===== config.mk =====
export PLATFORM = sky130hd
export DESIGN_NAME = wb_write_scheduler
export DESIGN_NICKNAME = d
export VERILOG_FILES = /design/src/rtl/wb_write_scheduler_pkg.sv /design/src/rtl/wb_write_scheduler_fifo.sv /design/src/rtl/wb_write_scheduler.sv
export SDC_FILE = /design/constraint.sdc
export NUM_CORES = 1
export LEC_CHECK = 0
export CAP_MARGIN = 20
export CORE_MARGIN = 5
export CORE_UTILIZATION = 55
export DETAILED_ROUTE_END_ITERATION = 6
export PLACE_DENSITY_LB_ADDON = 0.3
export SYNTH_ARGS = -nofsm -noshare
export SYNTH_HDL_FRONTEND = slang
export SYNTH_SLANG_ARGS = --single-unit
export TNS_END_PERCENT = 20

===== constraint.sdc =====
create_clock -name clk -period 2.9 [get_ports clk]
set_input_delay 0.29 -clock clk [delete_from_list [all_inputs] [get_ports clk]]
set_output_delay 0.29 -clock clk [all_outputs]
set_load 0.005 [all_outputs]

===== src/rtl/wb_write_scheduler_pkg.sv =====
// Shared constants and the write-back entry type for wb_write_scheduler.
package wb_write_scheduler_pkg;

  localparam int NUM_ARCH_REGS = 15;
  localparam int PC_IDX        = 15;
  localparam int WB_DATA_W     = 32;
  localparam int WB_ADDR_W     = 4;

  typedef struct packed {
    logic [WB_ADDR_W-1:0] dest;
    logic [WB_DATA_W-1:0] data;
  } wb_entry_t;

endpackage


===== src/rtl/wb_write_scheduler_fifo.sv =====
// wb_fifo: dual-push / single-pop circular buffer of pending writes.
// Entries are exported in age order (index 0 = head); WB_FWD_EN adds data.
import wb_write_scheduler_pkg::*;

module wb_write_scheduler_fifo #(
  parameter int DEPTH  = 4,
  parameter int DATA_W = WB_DATA_W,
  parameter int ADDR_W = WB_ADDR_W
) (
  input  logic                           clk,
  input  logic                           rst,
  input  logic                           push0,
  input  logic [ADDR_W-1:0]              push0_dest,
  input  logic [DATA_W-1:0]              push0_data,
  input  logic                           push1,
  input  logic [ADDR_W-1:0]              push1_dest,
  input  logic [DATA_W-1:0]              push1_data,
  input  logic                           pop,
  output logic [$clog2(DEPTH):0]         count,
  output logic [ADDR_W-1:0]              head_dest,
  output logic [DATA_W-1:0]              head_data,
  output logic [DEPTH-1:0]               age_valid,
  output logic [DEPTH-1:0][ADDR_W-1:0]   age_dest
`ifdef WB_FWD_EN
  ,
  output logic [DEPTH-1:0][DATA_W-1:0]   age_data
`endif
);

  localparam int PW = $clog2(DEPTH);
  localparam int CW = PW + 1;

  logic [DEPTH-1:0][ADDR_W-1:0] mem_dest;
  logic [DEPTH-1:0][DATA_W-1:0] mem_data;
  logic [PW-1:0]                rd_ptr;
  logic [PW-1:0]                wr_ptr;
  logic [PW-1:0]                wr_ptr1;

  // second push lands behind the first when both fire
  assign wr_ptr1 = wr_ptr + PW'(push0);

  always_ff @(posedge clk or posedge rst) begin
    if (rst) begin
      rd_ptr <= '0;
      wr_ptr <= '0;
      count  <= '0;
    end else begin
      rd_ptr <= rd_ptr + PW'(pop);
      wr_ptr <= wr_ptr + PW'(push0) + PW'(push1);
      count  <= count + CW'(push0)
              + CW'(push1) - CW'(pop);
    end
  end

  always_ff @(posedge clk) begin
    if (push0) begin
      mem_dest[wr_ptr] <= push0_dest;
      mem_data[wr_ptr] <= push0_data;
    end
    if (push1) begin
      mem_dest[wr_ptr1] <= push1_dest;
      mem_data[wr_ptr1] <= push1_data;
    end
  end

  assign head_dest = mem_dest[rd_ptr];
  assign head_data = mem_data[rd_ptr];

  for (genvar k = 0; k < DEPTH; k++) begin : g_age
    logic [PW-1:0] idx;
    assign idx          = rd_ptr + PW'(k);
    assign age_valid[k] = CW'(k) < count;
    assign age_dest[k]  = mem_dest[idx];
`ifdef WB_FWD_EN
    assign age_data[k]  = mem_data[idx];
`endif
  end

endmodule


===== src/rtl/wb_write_scheduler.sv =====
// Merges load returns and ALU results onto the single register-file write port.
// Define WB_FWD_EN to add the fwd_src/fwd_hit/fwd_data lookup.
import wb_write_scheduler_pkg::*;

module wb_write_scheduler #(
  parameter int DEPTH  = 4,
  parameter int DATA_W = WB_DATA_W,
  parameter int ADDR_W = WB_ADDR_W
) (
  input  logic                     clk,
  input  logic                     rst,
  input  logic                     alu_valid,
  input  logic [ADDR_W-1:0]        alu_dest,
  input  logic [DATA_W-1:0]        alu_result,
  input  logic                     ld_valid,
  input  logic [ADDR_W-1:0]        ld_dest,
  input  logic [DATA_W-1:0]        ld_data,
  output logic                     stall,
  output logic [ADDR_W-1:0]        Dest_wb,
  output logic [DATA_W-1:0]        Result_WB,
  output logic                     writeBackEn,
  output logic [NUM_ARCH_REGS-1:0] pending_mask,
  output logic                     drop_pc
`ifdef WB_FWD_EN
  ,
  input  logic [ADDR_W-1:0]        fwd_src,
  output logic                     fwd_hit,
  output logic [DATA_W-1:0]        fwd_data
`endif
);

  localparam int CW = $clog2(DEPTH) + 1;
  localparam logic [ADDR_W-1:0] PC = ADDR_W'(PC_IDX);

  logic [CW-1:0]              count;
  logic [ADDR_W-1:0]          head_dest;
  logic [DATA_W-1:0]          head_data;
  logic [DEPTH-1:0]           age_valid;
  logic [DEPTH-1:0][ADDR_W-1:0] age_dest;
`ifdef WB_FWD_EN
  logic [DEPTH-1:0][DATA_W-1:0] age_data;
`endif

  logic              ld_ok;
  logic              alu_ok;
  logic              any_ok;
  logic              both_ok;
  logic              have;
  logic              pc_hit;
  logic [ADDR_W-1:0] e0_dest;
  logic [DATA_W-1:0] e0_data;
  logic              push0;
  logic              push1;
  logic [ADDR_W-1:0] p0_dest;
  logic [DATA_W-1:0] p0_data;

  // loads are older than a same-cycle ALU result
  assign ld_ok   = ld_valid && (ld_dest != PC);
  assign alu_ok  = alu_valid && (alu_dest != PC);
  assign any_ok  = ld_ok || alu_ok;
  assign both_ok = ld_ok && alu_ok;
  assign have    = (count != '0);
  assign pc_hit  = (ld_valid && (ld_dest == PC))
                || (alu_valid && (alu_dest == PC));
  assign e0_dest = ld_ok ? ld_dest : alu_dest;
  assign e0_data = ld_ok ? ld_data : alu_result;

  always_comb begin
    push0   = 1'b0;
    push1   = 1'b0;
    p0_dest = e0_dest;
    p0_data = e0_data;
    if (have) begin
      push0 = any_ok;
      push1 = both_ok && (count != CW'(DEPTH));
    end else begin
      push0   = both_ok;
      p0_dest = alu_dest;
      p0_data = alu_result;
    end
  end

  wb_write_scheduler_fifo #(
    .DEPTH  (DEPTH),
    .DATA_W (DATA_W),
    .ADDR_W (ADDR_W)
  ) u_fifo (
    .clk        (clk),
    .rst        (rst),
    .push0      (push0),
    .push0_dest (p0_dest),
    .push0_data (p0_data),
    .push1      (push1),
    .push1_dest (alu_dest),
    .push1_data (alu_result),
    .pop        (have),
    .count      (count),
    .head_dest  (head_dest),
    .head_data  (head_data),
    .age_valid  (age_valid),
    .age_dest   (age_dest)
`ifdef WB_FWD_EN
    ,
    .age_data   (age_data)
`endif
  );

  always_ff @(posedge clk or posedge rst) begin
    if (rst) begin
      writeBackEn <= 1'b0;
      Dest_wb     <= '0;
      Result_WB   <= '0;
      drop_pc     <= 1'b0;
    end else begin
      drop_pc <= pc_hit;
      if (have) begin
        writeBackEn <= 1'b1;
        Dest_wb     <= head_dest;
        Result_WB   <= head_data;
      end else if (any_ok) begin
        writeBackEn <= 1'b1;
        Dest_wb     <= e0_dest;
        Result_WB   <= e0_data;
      end else begin
        writeBackEn <= 1'b0;
      end
    end
  end

  // two free slots remain whenever stall is low
  assign stall = (count >= CW'(DEPTH - 1));

  always_comb begin
    pending_mask = '0;
    for (int r = 0; r < NUM_ARCH_REGS; r++) begin
      if (writeBackEn && (Dest_wb == ADDR_W'(r)))
        pending_mask[r] = 1'b1;
      for (int k = 0; k < DEPTH; k++) begin
        if (age_valid[k] && (age_dest[k] == ADDR_W'(r)))
          pending_mask[r] = 1'b1;
      end
    end
  end

`ifdef WB_FWD_EN
  // later matches overwrite earlier ones: youngest wins
  always_comb begin
    fwd_hit  = 1'b0;
    fwd_data = '0;
    if (fwd_src != PC) begin
      if (writeBackEn && (Dest_wb == fwd_src)) begin
        fwd_hit  = 1'b1;
        fwd_data = Result_WB;
      end
      for (int k = 0; k < DEPTH; k++) begin
        if (age_valid[k] && (age_dest[k] == fwd_src)) begin
          fwd_hit  = 1'b1;
          fwd_data = age_data[k];
        end
      end
    end
  end
`endif

endmodule


# == Yosys cells after proc, flatten, opt, wreduce, memory -nomap -nowiden ==
# Cells that the tools add are included.
# op_classes
addsub,9
magnitude_cmp,13
n_eq_ne,75
n_mux,113
reduce_logical,92
# op_table
operator,count
128-bit bitwise mux,2
128-bit two-way mux,2
32-bit two-way mux,7
4-bit == test (second input constant),37
32-bit demux with 2-bit select,2
1-bit logical AND,83
4-bit by 3-bit == test with 1-bit output (second input constant),20
1-bit two-way mux,79
32-bit binary-select mux with 2-bit select,1
4-bit by 2-bit == test with 1-bit output (second input constant),10
4-bit two-way mux,10
4-bit binary-select mux with 2-bit select,4
16-bit bitwise mux,2
16-bit two-way mux,2
4-bit by 1-bit == test with 1-bit output (second input constant),5
4-bit logical NOT,5
2-bit by 3-bit < comparator with 1-bit output (second input constant),6
4-bit demux with 2-bit select,2
4-bit != test (second input constant),2
2-bit by 1-bit adder with 2-bit output,3
3-bit by 1-bit adder with 3-bit output,2
1-bit by 3-bit < comparator with 1-bit output (first input constant),2
2-bit by 3-bit < comparator with 1-bit output (first input constant),2
2-bit adder (second input constant),2
other kinds (8),10
# totals
register_bits,189
input_bits,76
output_inout_bits,54

# == Longest topological paths before layout ==
# Gate-level depths: netlist of run 1.
# depth
ltp_word,11
ltp_mapped,11
ltp_nobuf,10

# == Modules after synthesis ==
# A second synthesis of run 1 with hierarchy kept.
# unflattened
hier_cells,1309
hier_area_um2,11001.8
# by_module_without_submodules
mod,n_inst,cells_per_inst,area_per_inst_um2,seq_area_each_um2
wb_write_scheduler_fifo,1,903,7624.8,3057.9
wb_write_scheduler,1,406,3377.0,950.9

# == Least setup slack after synthesis of run 1 ==
# No wires, ideal clock.
# synth_path
path_type,flip-flop to flip-flop
from,register u_fifo.count[1]
to,register u_fifo.mem_data[34] (netlist bit)
setup_time_ns,0.071
t_arrival_ns,2.320
t_required_ns,2.829
slack_ns,0.509
path_stages_with_launch,11
synth_period_minus_slack_ns,2.391
path_cell_list,dfrtp_1 > nor3_2 > inv_2 > a41oi_2 > nor2_1 > ha_1 > xnor2_1 > nand3_2 > o21ai_1 > buf_2 > o2bb2ai_1
# synth_between
elab_chain_len,9
# synth_rtl
item,line_no,rtl
start: declaration,wb_write_scheduler_fifo.sv:19,"output logic [$clog2(DEPTH):0] count,"
start signal: assignment,wb_write_scheduler_fifo.sv:50,count <= count + CW'(push0)
3-bit nonzero test,wb_write_scheduler.sv:62,assign have = (count != '0);
1-bit two-way mux,wb_write_scheduler.sv:73,if (have) begin
2-bit by 1-bit adder with 2-bit output,wb_write_scheduler_fifo.sv:40,assign wr_ptr1 = wr_ptr + PW'(push0);
2-bit by 3-bit < comparator with 1-bit output (not written as such) / 2-bit by 1-bit greater-or-equal comparator with 1-bit output (equally long branches),wb_write_scheduler_fifo.sv:62,mem_data[wr_ptr1] <= push1_data;
1-bit logical AND (not written as such),wb_write_scheduler_fifo.sv:62,
32-bit two-way mux (not written as such),wb_write_scheduler_fifo.sv:62,
32-bit demux with 2-bit select,--,
128-bit bitwise mux,wb_write_scheduler_fifo.sv:62,
128-bit two-way mux (*),wb_write_scheduler_fifo.sv:60,if (push1) begin
end signal: indexed assignment,wb_write_scheduler_fifo.sv:58,mem_data[wr_ptr] <= push0_data;
end signal: indexed assignment,wb_write_scheduler_fifo.sv:62,
end: declaration,wb_write_scheduler_fifo.sv:34,logic [DEPTH-1:0][DATA_W-1:0] mem_data;
# Every way passes the cells marked *; elsewhere a longest branch is shown, timed or not.
# A chain may end at the register's enable or synchronous reset.

# == Final worst setup path of run 1 ==
# layout_path
from,register u_fifo.rd_ptr[0]
to,output pending_mask[10]
# layout_between
elab_chain_len,8
# layout_rtl
item,line_no,rtl
start: declaration,wb_write_scheduler_fifo.sv:35,logic [PW-1:0] rd_ptr;
start signal: assignment,wb_write_scheduler_fifo.sv:48,rd_ptr <= rd_ptr + PW'(pop);
2-bit by 1-bit adder with 2-bit output / 4-bit binary-select mux with 2-bit select (equally long branches),"wb_write_scheduler_fifo.sv:71, wb_write_scheduler_fifo.sv:73",
4-bit binary-select mux with 2-bit select / 4-bit two-way mux (equally long branches),wb_write_scheduler_fifo.sv:73,assign age_dest[k] = mem_dest[idx];
4-bit two-way mux (not written as such) / 4-bit == test (equally long branches),"wb_write_scheduler_fifo.sv:73, wb_write_scheduler.sv:139",
4-bit == test / 1-bit logical AND (equally long branches),wb_write_scheduler.sv:139,if (age_valid[k] && (age_dest[k] == ADDR_W'(r)))
1-bit logical AND / 1-bit two-way mux (equally long branches),wb_write_scheduler.sv:139,
1-bit two-way mux (2 in a row),wb_write_scheduler.sv:139,
1-bit two-way mux (*),wb_write_scheduler.sv:139,
end: declaration,wb_write_scheduler.sv:22,"output logic [NUM_ARCH_REGS-1:0] pending_mask,"
# Every way passes the cells marked *; elsewhere a longest branch is shown, timed or not. The select of a mux whose other input is x is not followed.

==> results of run 1 <==
-- layout make-up --
| cell class | instances | area, um^2 | area share |
|---|---|---|---|
| inverter | 13 | 53.8 | 0.00417 |
| multi-input combinational | 673 | 6070 | 0.470 |
| sequential | 189 | 4010 | 0.311 |
| clock inverter | 15 | 179 | 0.0139 |
| tap | 234 | 293 | 0.0227 |
| clock buffer | 17 | 425 | 0.0330 |
| timing repair buffer | 192 | 1870 | 0.145 |
-- worst register-to-register path: stages (launching register included) --
cell       delay (ps)
dfrtp_1           430
nor3_2            250
buf_4             210
inv_6              50
a41oi_2           270
nor2_1            110
ha_1              230
xor2_1            220
buf_4             180
nand3_2           100
o21ai_4           100
buf_4             280
o2bb2ai_1         160
-- through the flow --
step	hold WS [ps]	TNS (ps)	setup slack, ps	power [mW]	cell area, um^2
final	334	-585	-154	17.2	12900
after global routing	393	-1280	-221	18.2	12900
after CTS	358	-776	-167	16.9	12900
after detailed placement	516	0	107	14.4	12200
after global placement	504	0	97.7	14.2	12200
after floorplan	407	0	509	11.0	10500
-- metal layers --
metal	up-vias	routed length, um
met5	-	13
met4	2	538
met3	62	3290
met2	597	16000
met1	4785	13000
li1	4202	-
-- path summary, 6_finish.rpt --
kind | startpoint | endpoint | slack [ps] | cells after the start
setup / recovery | u_fifo.rd_ptr[0] | pending_mask[10] | -150 | 7
hold / removal | rst | drop_pc | 330 | 2
setup reg to reg | u_fifo.count[1] | u_fifo.mem_data[125] | 250 | 12
hold reg to reg | u_fifo.mem_data[35] | u_fifo.mem_data[35] | 530 | 2
max in group asynchronous | rst | Result_WB[12] | 1860 | 3
min in group clk | u_fifo.mem_data[35] | u_fifo.mem_data[35] | 530 | 2
-- report_power, final --
part	switching, mW	leakage (nW)	internal, mW
Sequential	0.879	1.76	3.99
Combinational	4.88	3.20	5.06
Clock	1.09	0.282	1.30
Total	6.85	5.24	10.3
-- registers in the layout, summed over array words and instances (netlist names) --
signal	cells
Dest_wb	4
Result_WB	32
drop_pc	1
u_fifo.count	3
u_fifo.mem_data	128
u_fifo.mem_dest	16
u_fifo.rd_ptr	2
u_fifo.wr_ptr	2
writeBackEn	1
-- repair_timing --
action | in CTS | in global routing
setup buffers | 2 | 3
gates resized for setup | 29 | 15
pin swaps | 2 | 1
setup endpoints to repair | 15 | 13
-- kinds of logic after synthesis --
logic type               count (synthesis)  share of synthesized area
AO/OA/AOI/OAI                          397                      0.320
XOR/XNOR                                 5                    0.00418
adder cells (fa/ha/maj)                  7                    0.00980
buffers and inverters                  118                     0.0533
flip-flops                             189                      0.383
multiplexers                           103                      0.153
AND/OR/NAND/NOR                        161                     0.0765
-- cells in the final DEF, fill, tap and decap left out, types with 4 or more instances in the layout --
cell type,n
nand2_2,4
inv_6,5
a2bb2oi_1,4
inv_1,10
dfrtp_1,43
nor2b_1,4
a221oi_2,5
o21ai_0,5
nand3b_1,4
dfxtp_1,144
buf_4,51
nand2_1,25
mux4_2,45
a32o_1,64
nor3_1,8
a32oi_1,64
a221oi_1,5
o2bb2ai_1,64
dlygate4sd2_1,6
clkdlybuf4s50_1,118
o211ai_1,8
nand3_1,8
buf_12,9
nor2_4,6
nand2b_1,7
a22o_1,67
a211oi_1,32
o22ai_1,4
mux2_2,5
a21oi_1,25
clkinvlp_4,4
mux2i_1,51
o22a_1,5
clkbuf_16,17
ha_1,5
a21o_1,32
nor2_1,65
==> impl_metrics.yaml, run 1 <==
status:
  status: "finished, violations left"
  violations: "negative setup slack"
die:
  die_h_um: 148
  chipWidth_um: 148
  initial_utilization: 0.560
  io_pins: 130
  rows: 50
  dieArea_mm2: 0.0219
  core_mm2: 0.0187
synthesis:
  postSynthNetCount: 1063
  synth.most_common_cell: "dfxtp_1"
  yosys.area.top_type: "dfxtp_1"
  synthArstFlopShare: 0.238
  synth_area_leaders: "dfxtp_1 (28%), dfrtp_1 (11%), mux4_2 (9.7%)"
  synthFlopType: "dfxtp_1"
  synth_seq_area_share: 0.383
  synth_edf_count: 0
  synth_area_mm2: 0.0105
  syn_inst: 980
  synth_seq_cells: 189
  ys_types: 60
  synth_top_cell_area_share: 0.275
  ys_warn_count: 0
  synth_commonest_cells: "dfxtp_1 (144), nor2_1 (74), a22o_1 (67)"
  postSynthAreaPerCell_um2: 10.7
drt:
  antenna_left: 0
  wl_per_cell_um: 24.6
  firstDrtPassIters: 5
  num_vias: 9648
  via_per_inst: 7.24
  route.detailed.drc: 0
  wl_mm: 32.8
  drt_iter0_drc: 1036
clock_tree:
  clkLatencyLatePin_ps: 440
  cts_max_path_buffers: 2
  htree_levels: 4
  ctsHoldBuffers: 0
  clkTransAtPathRegs_ps: 70
  clock_sinks: 189
  cts_tree: "yes"
  cts_buffers: 17
  cts_root_buf: "clkbuf_16"
global_routing:
  grt_max_degree: 204
  grt_usage: 0.291
  grt.busiest_layer: "met2"
  grtUsageMet3: 0.0613
  met2_usage: 0.481
  grt_pass1_wl_mm: 51.4
  grt_overflow: 0
  antenna_found_initial: 1
  use_met1: 0.390
  grt_pass1_vias: 9421
setup_path:
  cp_max_fo: 7
  crit_chain: "buf_4 -> mux4_2 -> nand3_1 -> nor2_1 -> a22o_1 -> a211o_1 -> clkdlybuf4s50_1"
  arrival_ps: 2760
  setup.worst_path.end_class: "primary output"
  startpoint_type: "flip-flop"
  cp_num_buf_inv: 2
  cp.required_ps: 2610
  critPathMaxStageDelay_ps: 530
  critPathKind: "reg2out"
  slowest_stage: "dfrtp_4"
  cpLargestDelayFamily: "buffers and inverters"
power:
  vdd_ir_drop_max_v: 0.000807
  p_per_area_mw_per_mm2: 1330
  leakage_nw: 5.24
timing:
  rsz0062_at_grt: "yes"
  fmax_ghz: 0.327
  tightest_slew_ps: 1080
  final_max_slew_viol_count: 0
  finalCritPeriodShare: 1.05
  setup_viol: 7
  hold_viol: 0
  layout_min_cycle_time_ps: 3050
  slew-limit-headroom: 0.280
  layout_setup_ws_ps: -154
  skew_ps: 21.1
final_layout:
  nNetsFinal: 1169
  finalNonFillerCells: 1333
  layout-drive-gt1-share: 0.179
  syn_to_final_growth_pct: 23.3
  fillers: 1395
  diodes: 0
  final_util: 0.690
place:
  dp_cells: 1296
  port_buffers: 129
  place_congestion: 0.949
  dp_hpwl_mm: 21.0
hold_path:
  hold_class: "in2async"
run:
  maxCapViolations: 0
Note: power is estimated with default switching activity, not from simulation.
==> run 2: changes to the inputs <==
--- a/config.mk
+++ b/config.mk
@@ -6,7 +6,6 @@
 export NUM_CORES = 1
 export LEC_CHECK = 0
 export CAP_MARGIN = 20
-export CORE_MARGIN = 5
 export CORE_UTILIZATION = 55
 export DETAILED_ROUTE_END_ITERATION = 6
 export PLACE_DENSITY_LB_ADDON = 0.3
==> run 2 against run 1 <==
Compared with the run above:
- the flow still finishes with violations (negative setup slack)
- cell count rose by 0.60%
- critical path depth is the same
- combinational power about the same
- highest routed layer is now met4
- power about the same
- setup slack worse by 63 ps
- via count is 0.39% lower
- die area decreased by 11%
==> impl_metrics.yaml, run 2 (same netlist as run 1, synthesis figures left out) <==
final_layout:
  layout-drive-gt1-share: 0.181
  largest-register: "u_fifo.mem_data"
  top_regs: "u_fifo.mem_data (128), Result_WB (32), u_fifo.mem_dest (16)"
  syn_to_final_growth_pct: 23.0
  fillers: 1386
  diodes: 0
  layout_common_cells: "dfxtp_1 (144), clkdlybuf4s50_1 (119), a22o_1 (67)"
  design_area_mm2: 0.0129
  finalNonFillerCells: 1341
  largest_reg_flops: 128
  mostFrequentLayoutCell: "dfxtp_1"
  nNetsFinal: 1177
setup_path:
  critPathKind: "reg2out"
  cp_max_fo: 4
  timing.rr.start: "u_fifo.count[0]"
  arrival_ps: 2830
  crit_start: "u_fifo.rd_ptr[0]"
  setup.worst_path.end_class: "primary output"
  cp.required_ps: 2610
  startpoint_type: "flip-flop"
die:
  io_pins: 130
  dieArea_mm2: 0.0196
  die_h_um: 140
  initial_utilization: 0.560
  core_mm2: 0.0187
  rows: 50
  chipWidth_um: 140
global_routing:
  grt_overflow: 0
  grt_pass1_wl_mm: 51.8
  grt_pass1_vias: 9490
  grt_max_degree: 104
  antenna_found_initial: 0
  grt_usage: 0.338
timing:
  slew-limit-headroom: 0.284
  layout_min_cycle_time_ps: 3120
  final_max_slew_viol_count: 0
  fmax_ghz: 0.321
  setup_viol: 7
  layout_setup_ws_ps: -217
  tightest_slew_ps: 1070
  rsz0062_at_grt: "yes"
  skew_ps: 12.4
  finalCritPeriodShare: 1.07
  hold_viol: 0
clock_tree:
  clkLatencyLatePin_ps: 450
  cts_buffers: 17
  clkTransAtPathRegs_ps: 70
  cts_tree: "yes"
  htree_levels: 4
  cts_max_path_buffers: 2
  cts_root_buf: "clkbuf_16"
  clock_sinks: 189
  ctsHoldBuffers: 0
power:
  p_per_area_mw_per_mm2: 1340
  vdd_ir_drop_max_v: 0.000701
  fin_total_pwr_mw: 17.2
  leakage_nw: 5.29
drt:
  wl_mm: 32.7
  num_vias: 9610
  antenna_left: 0
  route.detailed.drc: 0
  firstDrtPassIters: 7
  via_per_inst: 7.17
  wl_per_cell_um: 24.4
  drt_iter0_drc: 1072
status:
  violations: "negative setup slack"
  status: "finished, violations left"
place:
  place_congestion: 0.945
  dp_cells: 1299
  port_buffers: 129
  dpl_cell_area_mm2: 0.0121
  dp_hpwl_mm: 20.3
hold_path:
  hold_class: "in2async"
run:
  maxCapViolations: 0
## run 2: stage by stage
stage | setup TNS, ps | worst slack (ps) | util | hold WS [ps]
after floorplan | 0 | 509 | - | 407
after global placement | 0 | 29.9 | 0.647 | 504
after detailed placement | 0 | 79.9 | 0.647 | 517
after CTS | -1550 | -194 | 0.681 | 184
after global routing | -1590 | -285 | 0.688 | 235
final | -932 | -217 | 0.688 | 167
## run 2: path summary, 6_finish.rpt
| path | end | slack (ps) | depth (start not counted) |
|---|---|---|---|
| setup / recovery | pending_mask[0] | -220 | 7 |
| hold / removal | Result_WB[3] | 170 | 2 |
| setup reg to reg | u_fifo.mem_data[91] | 400 | 11 |
| hold reg to reg | u_fifo.mem_data[119] | 540 | 2 |
| max in group asynchronous | u_fifo.rd_ptr[1] | 2170 | 3 |
| min in group clk | u_fifo.mem_data[104] | 530 | 2 |
## run 2: power by group
group          internal, mW  switching, mW  total [mW]
clock network          1.25           1.10        2.35
registers              3.99          0.907        4.89
logic                  5.16           4.79        9.95
total                  10.4           6.80        17.2
## run 2: per-layer routing
metal	GRT usage	vias to the layer above	part of all wire	routed length, um
met5	0	-	0	0
met4	0.126	0	0.021	690
met3	0.0800	68	0.096	3130
met2	0.544	574	0.49	15900
met1	0.443	4747	0.40	13000
li1	-	4221	-	-
## run 2: repair_timing
| item | in CTS | in global routing |
|---|---|---|
| resized for setup | 16 | 22 |
| setup endpoints to repair | 15 | 14 |
| buffers inserted | 4 | 6 |
| pin swaps | 0 | 2 |
| hold endpoints to repair | 0 | 0 |
## run 2: layout make-up
class | instances | area [um^2] | area share
multi-input combinational | 673 | 6020 | 0.468
tap | 234 | 293 | 0.0227
clock inverter | 13 | 131 | 0.0102
timing repair buffer | 200 | 1910 | 0.148
clock buffer | 19 | 453 | 0.0352
sequential | 189 | 4010 | 0.312
inverter | 13 | 53.8 | 0.00418
## run 2: critical path: stages (launching register included)
cell and delay [ps]:
dfrtp_2 450, mux4_2 560, or3b_4 420, nor2_2 120
buf_6 130, a221oi_1 100, nand2_1 90, clkdlybuf4s50_1 500
